## src/rtl/load_store_unit.sv

```systemverilog
// Load/store unit: takes the ALU effective address, performs one load or store
// on a req/ready memory port, and returns extended load data or a fault.
module load_store_unit #(
  parameter int unsigned TIMEOUT_CYCLES = 16
) (
  input  logic        clk,
  input  logic        rst,
  input  logic        start,
  input  logic        is_store,
  input  logic [2:0]  funct3,
  input  logic [31:0] addr,
  input  logic [31:0] store_data,
  output logic        busy,
  output logic        done,
  output logic [31:0] load_data,
  output logic        fault,
  output logic [1:0]  fault_cause,
  output logic        mem_req,
  output logic        mem_we,
  output logic [31:0] mem_addr,
  output logic [3:0]  mem_wstrb,
  output logic [31:0] mem_wdata,
  input  logic        mem_ready,
  input  logic [31:0] mem_rdata
);

  typedef enum logic [1:0] {
    IDLE   = 2'd0,
    ACCESS = 2'd1,
    RESP   = 2'd2
  } state_t;

  localparam logic [1:0] CAUSE_NONE     = 2'b00;
  localparam logic [1:0] CAUSE_MISALIGN = 2'b01;
  localparam logic [1:0] CAUSE_ILLEGAL  = 2'b10;
  localparam logic [1:0] CAUSE_TIMEOUT  = 2'b11;

  localparam logic [7:0] CNT_LAST = 8'(TIMEOUT_CYCLES - 1);

  state_t      state_reg, state_next;
  logic [2:0]  funct3_reg, funct3_next;
  logic        is_store_reg, is_store_next;
  logic [1:0]  off_reg, off_next;
  logic [1:0]  cause_reg, cause_next;
  logic [7:0]  cnt_reg, cnt_next;
  logic [31:0] load_data_reg, load_data_next;
  logic        mem_req_reg, mem_req_next;
  logic        mem_we_reg, mem_we_next;
  logic [31:0] mem_addr_reg, mem_addr_next;
  logic [3:0]  mem_wstrb_reg, mem_wstrb_next;
  logic [31:0] mem_wdata_reg, mem_wdata_next;

  // Store data replicated onto every byte lane according to access size
  logic [31:0] wdata_rep;
  genvar gi;
  generate
    for (gi = 0; gi < 4; gi++) begin : g_lane
      assign wdata_rep[8*gi +: 8] =
        (funct3[1:0] == 2'b00) ? store_data[7:0] :
        (funct3[1:0] == 2'b01) ? store_data[8*(gi%2) +: 8] :
                                 store_data[8*gi +: 8];
    end
  endgenerate

  // Read word shifted so the addressed byte sits in bits [7:0]
  logic [31:0] rdata_shifted;
  assign rdata_shifted = mem_rdata >> {off_reg, 3'b000};

  // State and datapath registers
  always_ff @(posedge clk) begin
    if (rst) begin
      state_reg     <= IDLE;
      funct3_reg    <= 3'b000;
      is_store_reg  <= 1'b0;
      off_reg       <= 2'b00;
      cause_reg     <= CAUSE_NONE;
      cnt_reg       <= 8'd0;
      load_data_reg <= 32'd0;
      mem_req_reg   <= 1'b0;
      mem_we_reg    <= 1'b0;
      mem_addr_reg  <= 32'd0;
      mem_wstrb_reg <= 4'b0000;
      mem_wdata_reg <= 32'd0;
    end else begin
      state_reg     <= state_next;
      funct3_reg    <= funct3_next;
      is_store_reg  <= is_store_next;
      off_reg       <= off_next;
      cause_reg     <= cause_next;
      cnt_reg       <= cnt_next;
      load_data_reg <= load_data_next;
      mem_req_reg   <= mem_req_next;
      mem_we_reg    <= mem_we_next;
      mem_addr_reg  <= mem_addr_next;
      mem_wstrb_reg <= mem_wstrb_next;
      mem_wdata_reg <= mem_wdata_next;
    end
  end

  // Next-state logic: validate and launch, wait for memory, report
  always_comb begin
    state_next     = state_reg;
    funct3_next    = funct3_reg;
    is_store_next  = is_store_reg;
    off_next       = off_reg;
    cause_next     = cause_reg;
    cnt_next       = cnt_reg;
    load_data_next = load_data_reg;
    mem_req_next   = mem_req_reg;
    mem_we_next    = mem_we_reg;
    mem_addr_next  = mem_addr_reg;
    mem_wstrb_next = mem_wstrb_reg;
    mem_wdata_next = mem_wdata_reg;

    case (state_reg)
      IDLE: begin
        if (start) begin
          funct3_next   = funct3;
          is_store_next = is_store;
          off_next      = addr[1:0];
          if (is_store ? (funct3[2] || funct3[1:0] == 2'b11)
                       : (funct3 == 3'b011 || funct3[2:1] == 2'b11)) begin
            cause_next = CAUSE_ILLEGAL;
            state_next = RESP;
          end else if ((funct3[1:0] == 2'b01 && addr[0]) ||
                       (funct3[1:0] == 2'b10 && addr[1:0] != 2'b00)) begin
            cause_next = CAUSE_MISALIGN;
            state_next = RESP;
          end else begin
            cause_next     = CAUSE_NONE;
            cnt_next       = 8'd0;
            mem_req_next   = 1'b1;
            mem_we_next    = is_store;
            mem_addr_next  = {addr[31:2], 2'b00};
            mem_wdata_next = wdata_rep;
            if (!is_store)
              mem_wstrb_next = 4'b0000;
            else if (funct3[1:0] == 2'b00)
              mem_wstrb_next = 4'b0001 << addr[1:0];
            else if (funct3[1:0] == 2'b01)
              mem_wstrb_next = 4'b0011 << addr[1:0];
            else
              mem_wstrb_next = 4'b1111;
            state_next = ACCESS;
          end
        end
      end
      ACCESS: begin
        if (mem_ready) begin
          mem_req_next = 1'b0;
          state_next   = RESP;
          if (!is_store_reg) begin
            case (funct3_reg)
              3'b000:  load_data_next = {{24{rdata_shifted[7]}}, rdata_shifted[7:0]};
              3'b100:  load_data_next = {24'd0, rdata_shifted[7:0]};
              3'b001:  load_data_next = {{16{rdata_shifted[15]}}, rdata_shifted[15:0]};
              3'b101:  load_data_next = {16'd0, rdata_shifted[15:0]};
              default: load_data_next = mem_rdata;
            endcase
          end
        end else if (cnt_reg == CNT_LAST) begin
          mem_req_next = 1'b0;
          cause_next   = CAUSE_TIMEOUT;
          state_next   = RESP;
        end else begin
          cnt_next = cnt_reg + 8'd1;
        end
      end
      RESP: begin
        cause_next = CAUSE_NONE;
        state_next = IDLE;
      end
      default: state_next = IDLE;
    endcase
  end

  assign busy        = (state_reg != IDLE);
  assign done        = (state_reg == RESP);
  assign fault       = (state_reg == RESP) && (cause_reg != CAUSE_NONE);
  assign fault_cause = (state_reg == RESP) ? cause_reg : CAUSE_NONE;
  assign load_data   = load_data_reg;
  assign mem_req     = mem_req_reg;
  assign mem_we      = mem_we_reg;
  assign mem_addr    = mem_addr_reg;
  assign mem_wstrb   = mem_wstrb_reg;
  assign mem_wdata   = mem_wdata_reg;

endmodule

```

## config.mk

```make
export PLATFORM = sky130hd
export DESIGN_NAME = load_store_unit
export DESIGN_NICKNAME = d
export VERILOG_FILES = /design/src/rtl/load_store_unit.sv
export SDC_FILE = /design/constraint.sdc
export NUM_CORES = 1
export LEC_CHECK = 0
export CAP_MARGIN = 20
export CORE_UTILIZATION = 47
export CTS_BUF_LIST = sky130_fd_sc_hd__clkbuf_4 sky130_fd_sc_hd__clkbuf_8
export DETAILED_ROUTE_END_ITERATION = 6
export HOLD_SLACK_MARGIN = 0.15
export MAX_ROUTING_LAYER = met4
export PLACE_DENSITY = 0.82
export SYNTH_ARGS = -nofsm -noshare
export SYNTH_HDL_FRONTEND = slang
export SYNTH_SLANG_ARGS = --single-unit
```

## constraint.sdc

```tcl
create_clock -name clk -period 2.5 [get_ports clk]
set_input_delay 0.625 -clock clk [delete_from_list [all_inputs] [get_ports clk]]
set_output_delay 0.625 -clock clk [all_outputs]
set_load 0.01 [all_outputs]
```

# --- After elaboration in Yosys (flattened, before gate mapping) ---
# Index checks and enable logic that the tools add are counted.
# W data, S select, Z words.
totals:
  in_bits: 104
  out_inout_bits: 107
  word_cells: 93
  regBits: 118
op_classes:
  reduce_logical: 21
  n_eq_ne: 18
  muxes: 35
  n_shift: 3
  addsub: 1
  bitwise_logic: 3
ops:
  columns: ["cell", "n"]
  rows:
  - ["$pmux W32 S4", 1]
  - ["$mux W8", 10]
  - ["$shr A32 B5 Y16", 1]
  - ["$mux W2", 10]
  - ["$pmux W8 S2", 1]
  - ["$mux W4", 3]
  - ["$ne A2 B2 Y1 const B", 6]
  - ["$add A8 B1 Y8 const B", 1]
  - ["$eq A2 B2 Y1 const B", 4]
  - ["$eq A8 B4 Y1 const B", 1]
  - ["$reduce_and A4 Y1", 2]
  - ["$reduce_bool A2 Y1", 4]
  - ["$mux W1", 7]
  - ["$eq A3 B3 Y1 const B", 2]
  - ["$pmux W2 S3", 1]
  - ["$reduce_and A6 Y1", 1]
  - ["$reduce_and A5 Y1", 1]
  - ["$eq A2 B1 Y1 const B", 2]
  - ["$logic_not A2 Y1", 2]
  - ["$pmux W2 S2", 1]
  - ["$reduce_and A2 Y1", 2]
  - ["$shl A1 B2 Y4 const A", 1]
  - ["$shl A2 B2 Y4 const A", 1]
  - ["$eq A3 B1 Y1 const B", 1]
  - ["other kinds (9)", 15]

# --- Depth between registers and ports, before layout ---
# Gate-level depths: netlist of run 1.
depth:
  word_depth: 7
  depth_mapped: 8
  ltp_nobuf: 6

# --- Least setup slack after synthesis of run 1 ---
# OpenSTA, ideal clock, no wires.
synth_timing:
  kind: "input -> register"
  from: "input port addr[0]"
  to: "register cnt_reg[6]"
  required_time_ns: 2.428
  stages: 6
  t_arrival_ns: 1.964
  slack_ns: 0.465
  path_buffers: 0
  setup_ns: 0.072
  path_cell_list: "inv_1 -> ha_1 -> nor2b_1 -> o2111ai_2 -> a2111oi_2 -> mux2i_1"
synth_via:
  elab_chain_cells: 5
  word_cells_on_any_way: 6
  classes_between: "eq/ne (1); reduce/logical (5)"
synth_rtl:
  columns: ["item", "line_no", "rtl"]
  rows:
  - ["start, declared", "11", "input logic [31:0] addr,"]
  - ["$reduce_bool A2 Y1", "126", "(funct3[1:0] == 2'b10 && addr[1:0] != 2'b00)) begin"]
  - ["$logic_and A1 B1 Y1", "126", null]
  - ["$logic_or A1 B1 Y1 *", "125", "end else if ((funct3[1:0] == 2'b01 && addr[0]) ||"]
  - ["$ne A2 B2 Y1 (no source line) *", null, null]
  - ["$reduce_and A6 Y1 (no source line) *", null, null]
  - ["end signal, assigned", "90", "cnt_reg <= cnt_next;"]
  - ["end, declared", "45", "logic [7:0] cnt_reg, cnt_next;"]
# Every way passes the cells marked *; elsewhere a longest branch is shown, timed or not.
# A chain may end at the register's enable or synchronous reset.

# --- Worst setup path after layout of run 1 ---
layout_timing:
  from: "register state_reg[0]"
  to: "output port fault"
layout_via:
  elab_chain_cells: 2
layout_rtl:
  columns: ["item", "line_no", "rtl"]
  rows:
  - ["start, declared", "40", "state_t state_reg, state_next;"]
  - ["start signal, assigned", "85", "state_reg <= state_next;"]
  - ["$eq A2 B2 Y1", "179", "assign fault = (state_reg == RESP) && (cause_reg != CAUSE_NONE);"]
  - ["$logic_and A1 B1 Y1", "179", null]
  - ["end, declared", "16", "output logic fault,"]
# No other way between the ends.

==> results.md, run 1 <==
* Critical path class: reg2out
* Initial antenna violation count at 0
* Crit path launch: state_reg[0]$_SDFFE_PP0P_
* Mux share of post-synthesis cell area at 6.27%
* H-tree depth at 4
* Setup Fix Bufs, Post-CTS at 0
* Clock transition at path regs at 0.07 ns
* Die Width at 114 um
* Top cells by area, synth: dfxtp_1 (40%), a21oi_1 (9.6%), o21ai_0 (6.5%)
* Crit. path cell count at 5
* Fillers at 967
* Syn Inst Count at 731
* Combinational family with the most area after synthesis: compound AO/OA/AOI/OAI gates
* Mapped Area at 5940 sq um
* Area leader, netlist: dfxtp_1
* CP arrival at 1.77 ns
* Clk_skew at 0.00531 ns
* Max Root-Sink Buffers at 2
* Antenna cell count at 0
* Boundary pin count at 211
* DRC at 0
* Status: complete, no violations
* Nets at 1039
* HP Class: reg2reg
* Core Region at 12200 sq um
* CP top delay family: simple AND/OR/NAND/NOR gates
* Final period util at 95.8%
* Fraction of layout cells with a size suffix above 1 at 9.37%
* Area growth, synth to finish at 48.4%
* Worst VDD drop at 0.000390 V
* Worst Hold Slack at 0.457 ns
* Avg WL per Cell at 18.0 um
* Worst r2r dst: mem_wdata[9]$_SDFFE_PP0P_
* Final Max Slew Viols at 0
* Die height at 114 um
* Startpoint Class: register
* GRT Total Usage at 31.3%
* Port bufs at 208
* Pin count of the biggest net entering global routing at 119
* Area occupied by multi-input gates at 3190 sq um
* Hpwl dp at 13.7 mm
* 1st-pass router iterations at 5
* Synth Area in Adders at 1.89%
* Avg Cell Area, Syn at 8.13 sq um
* CTS tree: done
* Worst-Margin Slew at 0.680 ns
* Peak Freq at 417 MHz
* Clock sink total at 118
* Drt total wl at 19.9 mm
* Setup violators final at 0
* Critical Path End Type: output pin
* Total power at 5240 uW
* Min-delay src: load_data[1]$_SDFFE_PP0P_
* Required time worst endpoint at 1.88 ns
* Max incr delay on CP at 0.34 ns
* Cell count after placement at 1074
* Yosys warns at 0
* Vias per cell at 5.90
* CP cell instances: inv_1, ha_2, and2_1, or2_2, dlygate4sd2_1
* Vias post-DR at 6532
* Xor/xnor share of the synthesized area at 0%
* R2R Path Start: state_reg[1]$_SDFFE_PP0P_
* Reg area at 2360 sq um
* Non-filler cells, final at 1107
* RSZ-0062 raised after global routing: no
* Seq/Total Area, Yosys at 39.7%
* Post-cts resize count at 1
* EDFF count, synth at 0
* Starting Density at 48.9%
* Flops & latches, synth at 118
* Vias in the first global route at 6272
* Placer Congestion at 0.849
* Placed Area at 8350 sq um
* Die footprint at 13100 sq um
* Cells on worst reg2reg path at 8
* Worst Setup EP: fault
* CTS Buf Count at 17
* DRT iter0 DRCs at 548
* Minimum clock period at 2.40 ns
* Reg2Reg Setup Slack at 0.44 ns
* Yosys cell types at 48
* Most frequent cell after synthesis: dfxtp_1
* Worst-path fanout max at 3
* Post-Layout Inst Area at 8820 sq um
* Cell Pwr Density at 593 nW/um^2
* Gr ovfl total at 0
* First-pass GRT wire length at 31.0 mm
* Clock latency on the worst-skew pair at 0.45 ns
* Share of the synthesized area in the top cell type at 39.7%
* Relative slew slack at 54.6%
* Synth top cells by count: dfxtp_1 (118), a21oi_1 (114), o21ai_0 (77), nand2_1 (60), nand3_1 (52)
* Met3 routed WL at 1.82 mm
* Lkg Pwr at 0.00306 uW
* WL met2 at 9.72 mm
* Area fraction in and, or, nand and nor cells after synthesis at 13.9%
* Asr flop ratio synth at 0%
* Met1 WL at 7.90 mm
* Clk root buf: clkbuf_8
* Cts hold-fix bufs at 0
* ANT nets after route at 0
* Max cap viols at 0
* Ys flop type: dfxtp_1
* Worst Path Buf+Inv at 2
* Highest routed metal layer: met4
* Compound-Gate Fraction of Synth Area at 31.1%
* Slowest library cell on the worst path: dfxtp_2
* Cell row count at 40
* Finished Core Util at 72.5%
* Endpoints failing hold at 0
==> worst min path at each step <==
stage / end / slack (ns) / cells past startpoint
CTS: load_data[1]$_SDFFE_PP0P_ / 0.46 / 2
detailed placement: load_data[1]$_SDFFE_PP0P_ / 0.45 / 2
floorplan: is_store_reg$_SDFFE_PP0P_ / 0.44 / 2
global route: load_data[1]$_SDFFE_PP0P_ / 0.46 / 2
global placement: load_data[5]$_SDFFE_PP0P_ / 0.44 / 2
finish: load_data[1]$_SDFFE_PP0P_ / 0.46 / 2
==> cell families after synthesis <==
family,count (synthesis)
flops,118
mux,36
simple gates,169
buf+inv,100
compound gates,298
fa+ha+maj,9
other cells,1
==> tightest hold or removal path: stages, from the launching register on <==
cell and delay [ns]:
dfxtp_1 0.31, nand2_1 0.05, a21oi_1 0.05
==> final cells by class <==
| class | instances | share of cell area (%) |
|---|---|---|
| flip-flops and latches | 118 | 26.8 |
| well taps | 168 | 2.38 |
| multi-input cells | 514 | 36.2 |
| inverters | 27 | 1.15 |
| clock inverters | 13 | 2.30 |
| repair buffers | 248 | 28.2 |
| clock buffers | 19 | 2.96 |
==> cell usage in the layout (no fill, tap or decap), types with 3 or more instances in the layout <==
cell and count:
clkinv_2 4, a21oi_1 113, a311o_1 6, nand3_1 52, inv_1 24, nor2_1 10, nand2_1 60, o21ai_0 77
o21ai_1 17, a2bb2oi_1 7, bufinv_16 5, ha_1 8, mux2i_1 35, dfxtp_1 117, nor2b_1 12, o211ai_1 6
o2111ai_1 12, clkbuf_8 19, a311oi_1 9, and3_1 3, buf_12 9, nand4_1 3, o41ai_1 8, o221ai_1 7
clkdlybuf4s50_1 206, a211oi_1 14, o2bb2ai_1 10, buf_4 32, and2_1 19
==> power by group <==
part	switching (uW)	total [uW]	leakage (uW)	internal, uW
combinational	602	1160	0.00187	558
sequential	61.0	2040	0.000958	1970
clock	806	2040	0.000231	1230
==> layer usage <==
metal	vias to the layer above	global-route usage, %
met4	0	13.2
met5	-	-
met2	312	51.0
li1	3046	-
met1	3135	36.1
met3	39	8.95
==> stage by stage <==
| stage | TNS [ns] | setup WS [ns] |
|---|---|---|
| 6_report | 0 | 0.104 |
| 5_1_grt | 0 | 0.00683 |
| 4_1_cts | 0 | 0.0104 |
| 3_5_place_dp | -2.77 | -0.208 |
| 3_3_place_gp | -1.07 | -0.151 |
| 2_1_floorplan | 0 | 0.465 |
Note: power is estimated with default switching activity, not from simulation.
==> run 2: changes to the inputs <==
--- a/config.mk
+++ b/config.mk
@@ -9,6 +9,8 @@
 export CORE_UTILIZATION = 47
 export CTS_BUF_LIST = sky130_fd_sc_hd__clkbuf_4 sky130_fd_sc_hd__clkbuf_8
 export DETAILED_ROUTE_END_ITERATION = 6
+export GPL_ROUTABILITY_DRIVEN = 1
+export GPL_TIMING_DRIVEN = 0
 export HOLD_SLACK_MARGIN = 0.15
 export MAX_ROUTING_LAYER = met4
 export PLACE_DENSITY = 0.82
==> constraint.sdc (replaced) <==
create_clock -name clk -period 2.5 [get_ports clk]
set_input_delay 0.625 -clock clk [delete_from_list [all_inputs] [get_ports clk]]
set_output_delay 0.625 -clock clk [all_outputs]
set_load 0.05 [all_outputs]
==> run 2 against run 1 <==
Critical path depth grew 2. Combinational power grew 19%. Wire length grew 1.6%. Hold slack lost 0.0049 ns.
==> results.md, run 2 (synthesis results as in run 1) <==
* Setup violators final at 0 (unchanged)
* Int Power at 3290 uW (was 3770 uW)
* CTS Buf Count at 17 (unchanged)
* Vias in the first global route at 6274 (was 6272)
* Die height at 114 um (unchanged)
* Clock latency on the worst-skew pair at 0.46 ns (was 0.45 ns)
* Max Root-Sink Buffers at 2 (unchanged)
* Die Width at 114 um (unchanged)
* Finished Core Util at 70.4% (was 72.5%)
* Worst-path fanout max at 10 (was 3)
* Die footprint at 13100 sq um (unchanged)
* Vias post-DR at 6609 (was 6532)
* P_sw at 1660 uW (was 1470 uW)
* Lkg Pwr at 0.00297 uW (was 0.00306 uW)
* Vias per cell at 5.83 (was 5.90)
* Comb pwr share at 27.8% (was 22.1%)
* Critical Path End Type: register (was output pin)
* First-pass GRT wire length at 32.0 mm (was 31.0 mm)
* Core Region at 12200 sq um (unchanged)
* Placer Congestion at 0.891 (was 0.849)
* Antenna cell count at 0 (unchanged)
* Gr ovfl total at 0 (unchanged)
* Required time worst endpoint at 2.88 ns (was 1.88 ns)
* Area growth, synth to finish at 44.0% (was 48.4%)
* Relative slew slack at 52.7% (was 54.6%)
* Final period util at 96.1% (was 95.8%)
* ANT nets after route at 0 (unchanged)
* Clock transition at path regs at 0.06 ns (was 0.07 ns)
* Starting Density at 48.9% (unchanged)
* Startpoint Class: input port (was register)
* Clk_skew at 0.00908 ns (was 0.00531 ns)
* Avg WL per Cell at 17.8 um (was 18.0 um)
* GRT Total Usage at 32.7% (was 31.3%)
* CP arrival at 2.79 ns (was 1.77 ns)
* Final Max Slew Viols at 0 (unchanged)
* Port bufs at 204 (was 208)
* DRT iter0 DRCs at 694 (was 548)
* Clk root buf: clkbuf_8 (unchanged)
* Boundary pin count at 211 (unchanged)
* Max cap viols at 0 (unchanged)
* Peak Freq at 416 MHz (was 417 MHz)
* Clk pwr share at 31.3% (was 39.0%)
* Fraction of layout cells with a size suffix above 1 at 7.77% (was 9.37%)
* Clock sink total at 118 (unchanged)
* Nets at 1067 (was 1039)
* Critical path class: in2reg (was reg2out)
* Setup Fix Bufs, Post-CTS at 0 (unchanged)
* Cell Pwr Density at 579 nW/um^2 (was 593 nW/um^2)
* Drt total wl at 20.2 mm (was 19.9 mm)
* HP Class: reg2reg (unchanged)
* Fillers at 1040 (was 967)
* Worst VDD drop at 0.000454 V (was 0.000390 V)
* H-tree depth at 4 (unchanged)
* Cts hold-fix bufs at 0 (unchanged)
* Cell row count at 40 (unchanged)
* Endpoints failing hold at 0 (unchanged)
* 1st-pass router iterations at 5 (unchanged)
* Initial antenna violation count at 0 (unchanged)
* Sw Share at 33.5% (was 28.1%)
* Post-cts resize count at 18 (was 1)
* RSZ-0062 raised after global routing: yes (was no)
* Sequential power share at 40.9% (was 38.9%)
* Minimum clock period at 2.40 ns (about the same)
* Status: complete, no violations (unchanged)
* Pin count of the biggest net entering global routing at 20 (was 119)
* DRC at 0 (unchanged)
* Final TNS setup at 0 ns (unchanged)
* Worst Hold Slack at 0.452 ns (was 0.457 ns)
* CTS tree: done (unchanged)
* Reg2Reg Setup Slack at 0.33 ns (was 0.44 ns)
* Hpwl dp at 14.7 mm (was 13.7 mm)
* Most frequent cells in the layout: clkdlybuf4s50_1 (198), dfxtp_1 (118), a21oi_1 (114) (was clkdlybuf4s50_1 (206), dfxtp_1 (117), a21oi_1 (113))
* Worst-Margin Slew at 0.709 ns (was 0.680 ns)
* Commonest non-fill, non-tap cell in the layout: clkdlybuf4s50_1 (unchanged)
## run 2: area by class of cell
class                   count  area (sq um)  area share [%]
multi-input cells         514          3180            37.1
well taps                 168           210            2.46
clock buffers              26           320            3.74
repair buffers            204          2030            23.7
flip-flops and latches    118          2360            27.6
inverters                  27           101            1.18
plain buffers              72           332            3.87
clock inverters             4          22.5           0.263
## run 2: metrics by stage
stage / cell area (sq um) / std cells / total power (uW) / setup WS [ns]
finish: 8560 / 1133 / 4950 / 0.0969
global placement: 8200 / 1104 / 3410 / -0.672
floorplan: 5950 / 732 / 2900 / 0.117
detailed placement: 8200 / 1104 / 3420 / -0.716
global route: 8560 / 1133 / 5160 / -0.0207
CTS: 8550 / 1133 / 4940 / 0.00183
## run 2: power groups by stage
stage / Clock, uW / Sequential [uW] / Combinational (uW)
final: 1550 / 2030 / 1380
after global routing: 1650 / 2040 / 1480
after CTS: 1560 / 2030 / 1360
after detailed placement: 0 / 2070 / 1350
after global placement: 0 / 2060 / 1350
after floorplan: 0 / 2330 / 566
## run 2: final timing paths
check                               to  depth (start not counted)                       from
min reg2reg  load_data[4]$_SDFFE_PP0P_                          2  load_data[4]$_SDFFE_PP0P_
max reg2reg  mem_addr[28]$_SDFFE_PP0P_                          8  state_reg[1]$_SDFFE_PP0P_
min          load_data[4]$_SDFFE_PP0P_                          2  load_data[4]$_SDFFE_PP0P_
max            cnt_reg[6]$_SDFFE_PP0P_                          7                    addr[1]
## run 2: per-layer routing
layer | vias up | part of all wire, % | track usage, %
li1 | 3116 | - | -
met1 | 3157 | 40 | 38.9
met2 | 299 | 48 | 52.1
met3 | 37 | 9.6 | 11.1
met4 | 0 | 2.0 | 10.5
met5 | - | 0 | -
## run 2: worst max-delay path: stages
cell,delay [ns]
clkdlybuf4s50_1,0.52
inv_1,0.12
ha_1,0.20
nor2b_2,0.23
o2111ai_2,0.33
a2111oi_2,0.53
mux2i_1,0.21
==> run 3: changes to the inputs <==
==> constraint.sdc (replaced) <==
create_clock -name clk -period 2.5 [get_ports clk]
set_input_delay 0.375 -clock clk [delete_from_list [all_inputs] [get_ports clk]]
set_output_delay 0.375 -clock clk [all_outputs]
set_load 0.05 [all_outputs]
==> run 3 against run 2 <==
Non-clock buffer count rose by 1. Cell count barely moved. Clock skew rose by 0.0021 ns. Clock power barely moved. Die area did not move. Count of clock-buffer cells in the layout did not move. Critical path depth fell by 3. Worst setup slack improved by 0.025 ns. Hold slack got worse by 0.10 ns. Largest cell class unchanged.
==> results.md, run 3 (synthesis results as in run 1) <==
* Critical path class: reg2out (was in2reg)
* 1st-pass router iterations at 4 (was 5)
* Required time worst endpoint at 2.12 ns (was 2.88 ns)
* Avg WL per Cell at 17.8 um (about the same)
* Core Region at 12200 sq um (unchanged)
* Sw Share at 33.6% (was 33.5%)
* GRT Total Usage at 32.6% (was 32.7%)
* Port bufs at 204 (unchanged)
* Fraction of layout cells with a size suffix above 1 at 7.45% (was 7.77%)
* Vias per cell at 5.82 (was 5.83)
* Met3 routed WL at 2.03 mm (was 1.94 mm)
* Worst-path fanout max at 3 (was 10)
* Crit. path cell count at 4 (was 7)
* RSZ-0062 raised after global routing: no (was yes)
* CP cell instances: inv_1, ha_1, and2_1, clkdlybuf4s50_1 (was clkdlybuf4s50_1, inv_1, ha_1, nor2b_2, o2111ai_2, a2111oi_2, mux2i_1)
* Lkg Pwr at 0.00295 uW (was 0.00297 uW)
* Peak Freq at 421 MHz (was 416 MHz)
* Final Max Slew Viols at 0 (unchanged)
* Cell count after placement at 1104 (unchanged)
* Non-filler cells, final at 1134 (was 1133)
* P_sw at 1660 uW (about the same)
* Pin count of the biggest net entering global routing at 17 (was 20)
* First-pass GRT wire length at 31.8 mm (was 32.0 mm)
* Comb pwr share at 27.7% (was 27.8%)
* Post-Place Worst Slack at -0.466 ns (was -0.716 ns)
* Setup Fix Bufs, Post-CTS at 0 (unchanged)
* Relative slew slack at 53.0% (was 52.7%)
* Die Width at 114 um (unchanged)
* Clk_skew at 0.0111 ns (was 0.00908 ns)
* Reg2Reg Setup Slack at 0.26 ns (was 0.33 ns)
* Clk root buf: clkbuf_8 (unchanged)
* Vias in the first global route at 6259 (was 6274)
* Placer Congestion at 0.891 (unchanged)
* CTS Buf Count at 17 (unchanged)
* Int Power at 3290 uW (about the same)
* Die footprint at 13100 sq um (unchanged)
* ANT nets after route at 0 (unchanged)
* Worst Path Buf+Inv at 2 (unchanged)
* Endpoints failing hold at 0 (unchanged)
* Setup violators final at 0 (unchanged)
* Area growth, synth to finish at 43.7% (was 44.0%)
* Sequential power share at 40.9% (about the same)
* Clk pwr share at 31.4% (was 31.3%)
* Most frequent cells in the layout: clkdlybuf4s50_1 (202), dfxtp_1 (118), a21oi_1 (114) (was clkdlybuf4s50_1 (198), dfxtp_1 (118), a21oi_1 (114))
* CTS tree: done (unchanged)
* Gr ovfl total at 0 (unchanged)
* R2R Path Start: state_reg[0]$_SDFFE_PP0P_ (was state_reg[1]$_SDFFE_PP0P_)
* Hpwl dp at 14.7 mm (unchanged)
* WL met2 at 9.67 mm (was 9.68 mm)
* Nets at 1068 (was 1067)
* Worst VDD drop at 0.000451 V (was 0.000454 V)
* Worst Hold Slack at 0.351 ns (was 0.452 ns)
* Max cap viols at 0 (unchanged)
* Commonest non-fill, non-tap cell in the layout: clkdlybuf4s50_1 (unchanged)
* Clock latency on the worst-skew pair at 0.46 ns (about the same)
* Crit path launch: state_reg[0]$_SDFFE_PP0P_ (was addr[1])
* Cts hold-fix bufs at 0 (unchanged)
* DRC at 0 (unchanged)
* Starting Density at 48.9% (unchanged)
* CP top delay family: buffers and inverters (was compound AO/OA/AOI/OAI gates)
* Boundary pin count at 211 (unchanged)
* Drt total wl at 20.1 mm (was 20.2 mm)
* Worst-Margin Slew at 0.705 ns (was 0.709 ns)
* Max Root-Sink Buffers at 2 (unchanged)
* Clock sink total at 118 (unchanged)
* Cell Pwr Density at 580 nW/um^2 (was 579 nW/um^2)
* Fin worst setup slack at 0.122 ns (was 0.0969 ns)
* H-tree depth at 4 (unchanged)
* Initial antenna violation count at 0 (unchanged)
* Met1 WL at 8.02 mm (was 8.18 mm)
* Die height at 114 um (unchanged)
* Minimum clock period at 2.38 ns (was 2.40 ns)
* Slowest library cell on the worst path: clkdlybuf4s50_1 (was a2111oi_2)
* Critical Path End Type: output pin (was register)
* DRT iter0 DRCs at 645 (was 694)
* Highest routed metal layer: met4 (unchanged)
* Worst r2r dst: mem_wdata[15]$_SDFFE_PP0P_ (was mem_addr[28]$_SDFFE_PP0P_)
* Worst Setup EP: fault_cause[1] (was cnt_reg[6]$_SDFFE_PP0P_)
* Startpoint Class: register (was input port)
* CP arrival at 2.00 ns (was 2.79 ns)
* Antenna cell count at 0 (unchanged)
* HP Class: in2reg (was reg2reg)
* Cells on worst reg2reg path at 8 (unchanged)
* Cell row count at 40 (unchanged)
* Max incr delay on CP at 0.80 ns (was 0.53 ns)
* Clock transition at path regs at 0.06 ns (about the same)
* Final period util at 95.1% (was 96.1%)
* Vias post-DR at 6601 (was 6609)
* Status: complete, no violations (unchanged)
-- run 3: cell count changes in the layout (fill, tap and decap cells not counted), moves of 2 or more --
cell             change
clkbuf_2             +2
clkbuf_4             -3
dlygate4sd2_1        -2
clkdlybuf4s50_1      +4
-- run 3: layout make-up --
type	instances	area (sq um)
fill	1032	3620
multi-input combinational	514	3170
sequential	118	2360
timing repair buffer	204	2040
buffer	73	322
clock buffer	26	320
tap	168	210
inverter	27	101
clock inverter	4	22.5
-- run 3: per-layer routing --
layer,up-vias,global-route usage (%)
li1,3120,-
met5,-,-
met4,0,10.5
met2,333,51.8
met1,3106,38.7
met3,42,11.1
-- run 3: tightest hold or removal path, delay by kind of cell --
kind	cells	cell delay, ns
AO/OA/AOI/OAI	1	0.05
buffers and inverters	1	0.22
AND/OR/NAND/NOR	1	0.11
-- run 3: per-stage QoR --
step	total power [uW]	util (%)	TNS (ns)	area [sq um]
detailed placement	3420	67.4	-17.35	8200
global placement	3410	67.4	-14.78	8200
CTS	4940	70.2	0	8540
floorplan	2900	-	0	5950
global route	5160	70.2	0	8540
finish	4950	70.2	0	8540
-- run 3: power by group through the flow --
stage,Clock [uW],Combinational [uW],Sequential (uW)
2_1_floorplan,0,566,2330
3_3_place_gp,0,1350,2060
3_5_place_dp,0,1350,2070
4_1_cts,1560,1360,2030
5_1_grt,1650,1470,2040
6_report,1550,1370,2030
-- run 3: worst min-delay path by stage --
stage	start	end	slack [ns]	cells past startpoint
2_1_floorplan	is_store_reg$_SDFFE_PP0P_	is_store_reg$_SDFFE_PP0P_	0.44	2
3_3_place_gp	load_data[5]$_SDFFE_PP0P_	load_data[5]$_SDFFE_PP0P_	0.44	2
3_5_place_dp	load_data[4]$_SDFFE_PP0P_	load_data[4]$_SDFFE_PP0P_	0.44	2
4_1_cts	is_store	is_store_reg$_SDFFE_PP0P_	0.34	3
5_1_grt	is_store	is_store_reg$_SDFFE_PP0P_	0.35	3
6_report	is_store	is_store_reg$_SDFFE_PP0P_	0.35	3
-- run 3: what timing repair did --
action / 4_1_cts / 5_1_grt
endpoints found under the hold margin: 0 / 0
resized for setup: 5 / 3
setup endpoints to repair: 4 / 13
==> variant: new RTL, config.mk and constraints of run 3 <==
Make the reset (`rst`) asynchronous in one clocked block.
--- a/src/rtl/load_store_unit.sv
+++ b/src/rtl/load_store_unit.sv
@@ -69,3 +69,3 @@
   // State and datapath registers
-  always_ff @(posedge clk) begin
+  always_ff @(posedge clk or posedge rst) begin
     if (rst) begin
Behaviour: differs if rst is asserted again (counterexample within 4 cycles, from zero or initial values and one cycle with rst high); with rst held inactive, the same outputs for 4 cycles.
==> variant against run 3 <==
  * Synthesized area is 2.0% lower
  * Sequential cell count did not move
  * Via count is 18% lower
  * Die area fell by 1.9%
  * Worst setup slack worse by 0.0063 ns
  * Cell area grew 0.56%
  * Wire length decreased by 14%
Power is not compared: it rests on default switching activity, and its combinational part moved more than twofold at a synthesized area within 25%.
==> variant: results (changes against run 3) <==
| Metric | Value |
|---|---|
| Via-per-instance ratio | 5.55 (-4.7%) |
| Number of resized instances in the post-cts repair step | 4 (-1) |
| Worst Reg-to-Reg Cells | 9 (+1) |
| Layout cells sized above 1 | 14.0% (+6.5 points) |
| Least-Margin Pin Slew | 0.895 ns (+0.190 ns) |
| Initial detailed-routing violation count | 360 (-44%) |
| Routed wire length on met3 | 1.56 mm (-23%) |
| Reg-to-reg startpoint | state_reg[1] |
| Sequential share of the synthesized area | 50.7% (+11 points) |
| Length of the first detailed-routing pass in iterations | 5 (+1) |
| Clock skew after layout | 0.0115 ns (+0.000395 ns) |
| Compound-cell area share of the yosys netlist | 14.0% (-17 points) |
| Worst slack on hold paths | 0.463 ns (+0.113 ns) |
| Dpl cell area | 8160 sq um (-0.52%) |
| Top cell types by occurrence after synthesis | sky130_fd_sc_hd__dfrtp_1, sky130_fd_sc_hd__nand2_1, sky130_fd_sc_hd__o21ai_0 |
| Total via count in the routed design | 5380 (-18%) |
| Global Route met1 Usage | 33.6% (-5.1 points) |
| Top cells by area in the synthesized netlist | sky130_fd_sc_hd__dfrtp_1, sky130_fd_sc_hd__mux2_2, sky130_fd_sc_hd__mux2i_1 |
| Register area | 2950 sq um (+25%) |
| Top_reg_cell synth | sky130_fd_sc_hd__dfrtp_1 |
| Number of nets in the layout | 903 (-15%) |
| Overall track demand over capacity in global routing | 28.7% (-3.9 points) |
| Cells after DPL | 935 (-15%) |
| Post-synthesis adder-cell area fraction | 1.93% (+0.038 points) |
| Met3 capacity usage during global routing | 9.53% (-1.6 points) |
| Slack of the worst reg-to-reg path | 0.20 ns (-0.06 ns) |
| Worst-case setup slack after placement | -0.407 ns (+0.0591 ns) |
| Share of flip-flops with an asynchronous set or reset | 100% (+100 points) |
| CP Max Fanout | 4 (+1) |
| Capture instance of the worst register-to-register path | load_data[19] |
| Crit-path max cell delay | 0.42 ns (-0.38 ns) |
| Number of port buffers | 207 (+1.5%) |
| Number of filler cells placed in the layout | 873 (-15%) |
| Met1 layer wirelength in the final routing | 6.99 mm (-13%) |
| Result of the run | complete, no violations |
| Worst min path class | input pin to asynchronous set/reset pin |
| Met2 layer usage reported by global route | 45.4% (-6.5 points) |
| Highest-delay cell along the critical path | sky130_fd_sc_hd__dlygate4sd2_1 |
| Largest net degree at the start of global routing | 43 (+26) |
| Met2 routed WL | 8.35 mm (-14%) |
==> variant: cell count changes after synthesis, moves of 16 or more <==
| cell | delta |
|---|---|
| sky130_fd_sc_hd__dfxtp_1 | -118 |
| sky130_fd_sc_hd__o21ai_1 | -17 |
| sky130_fd_sc_hd__mux2_2 | +44 |
| sky130_fd_sc_hd__nand3_1 | -28 |
| sky130_fd_sc_hd__and2_1 | -16 |
| sky130_fd_sc_hd__dfrtp_1 | +118 |
| sky130_fd_sc_hd__a21oi_1 | -88 |
==> variant: power groups by stage <==
stage          Combinational [mW]  Sequential [mW]  Clock [mW]
5_1_grt                      7.23             3.33        1.86
2_1_floorplan                1.84             5.88           0
4_1_cts                      6.90             3.23        1.78
3_5_place_dp                 6.89             3.26           0
6_report                     6.90             3.24        1.76
3_3_place_gp                 6.78             3.20           0
==> variant: area by class of cell <==
cell class	count	area share, %
clock buffer	29	4.28
buffer	42	2.18
clock inverter	2	0.408
tap	168	2.45
sequential	118	34.4
timing repair buffer	213	24.9
inverter	10	0.481
multi-input combinational	388	30.9
==> variant: kinds of logic (layout without fill, tap and decap cells) <==
| family | count (synthesis) | count (layout) |
|---|---|---|
| other | 1 | 2 |
| DFF | 118 | 118 |
| muxes | 92 | 92 |
| AOI/OAI and AO/OA | 138 | 138 |
| buffers and inverters | 52 | 296 |
| and+or+nand+nor | 147 | 147 |
| adders and majority gates | 9 | 9 |
==> variant: how the worst max path moves through the flow <==
stage,start,to,slack [ns],cells after the start
after floorplan,state_reg[0],fault,0.29,4
after global routing,addr[0],mem_wdata[10],0.001,9
after detailed placement,addr[0],mem_wdata[23],-0.41,9
final,state_reg[0],fault,0.12,5
after global placement,rst,cause_reg[0],-0.38,2
after CTS,addr[0],mem_wdata[23],0.02,9
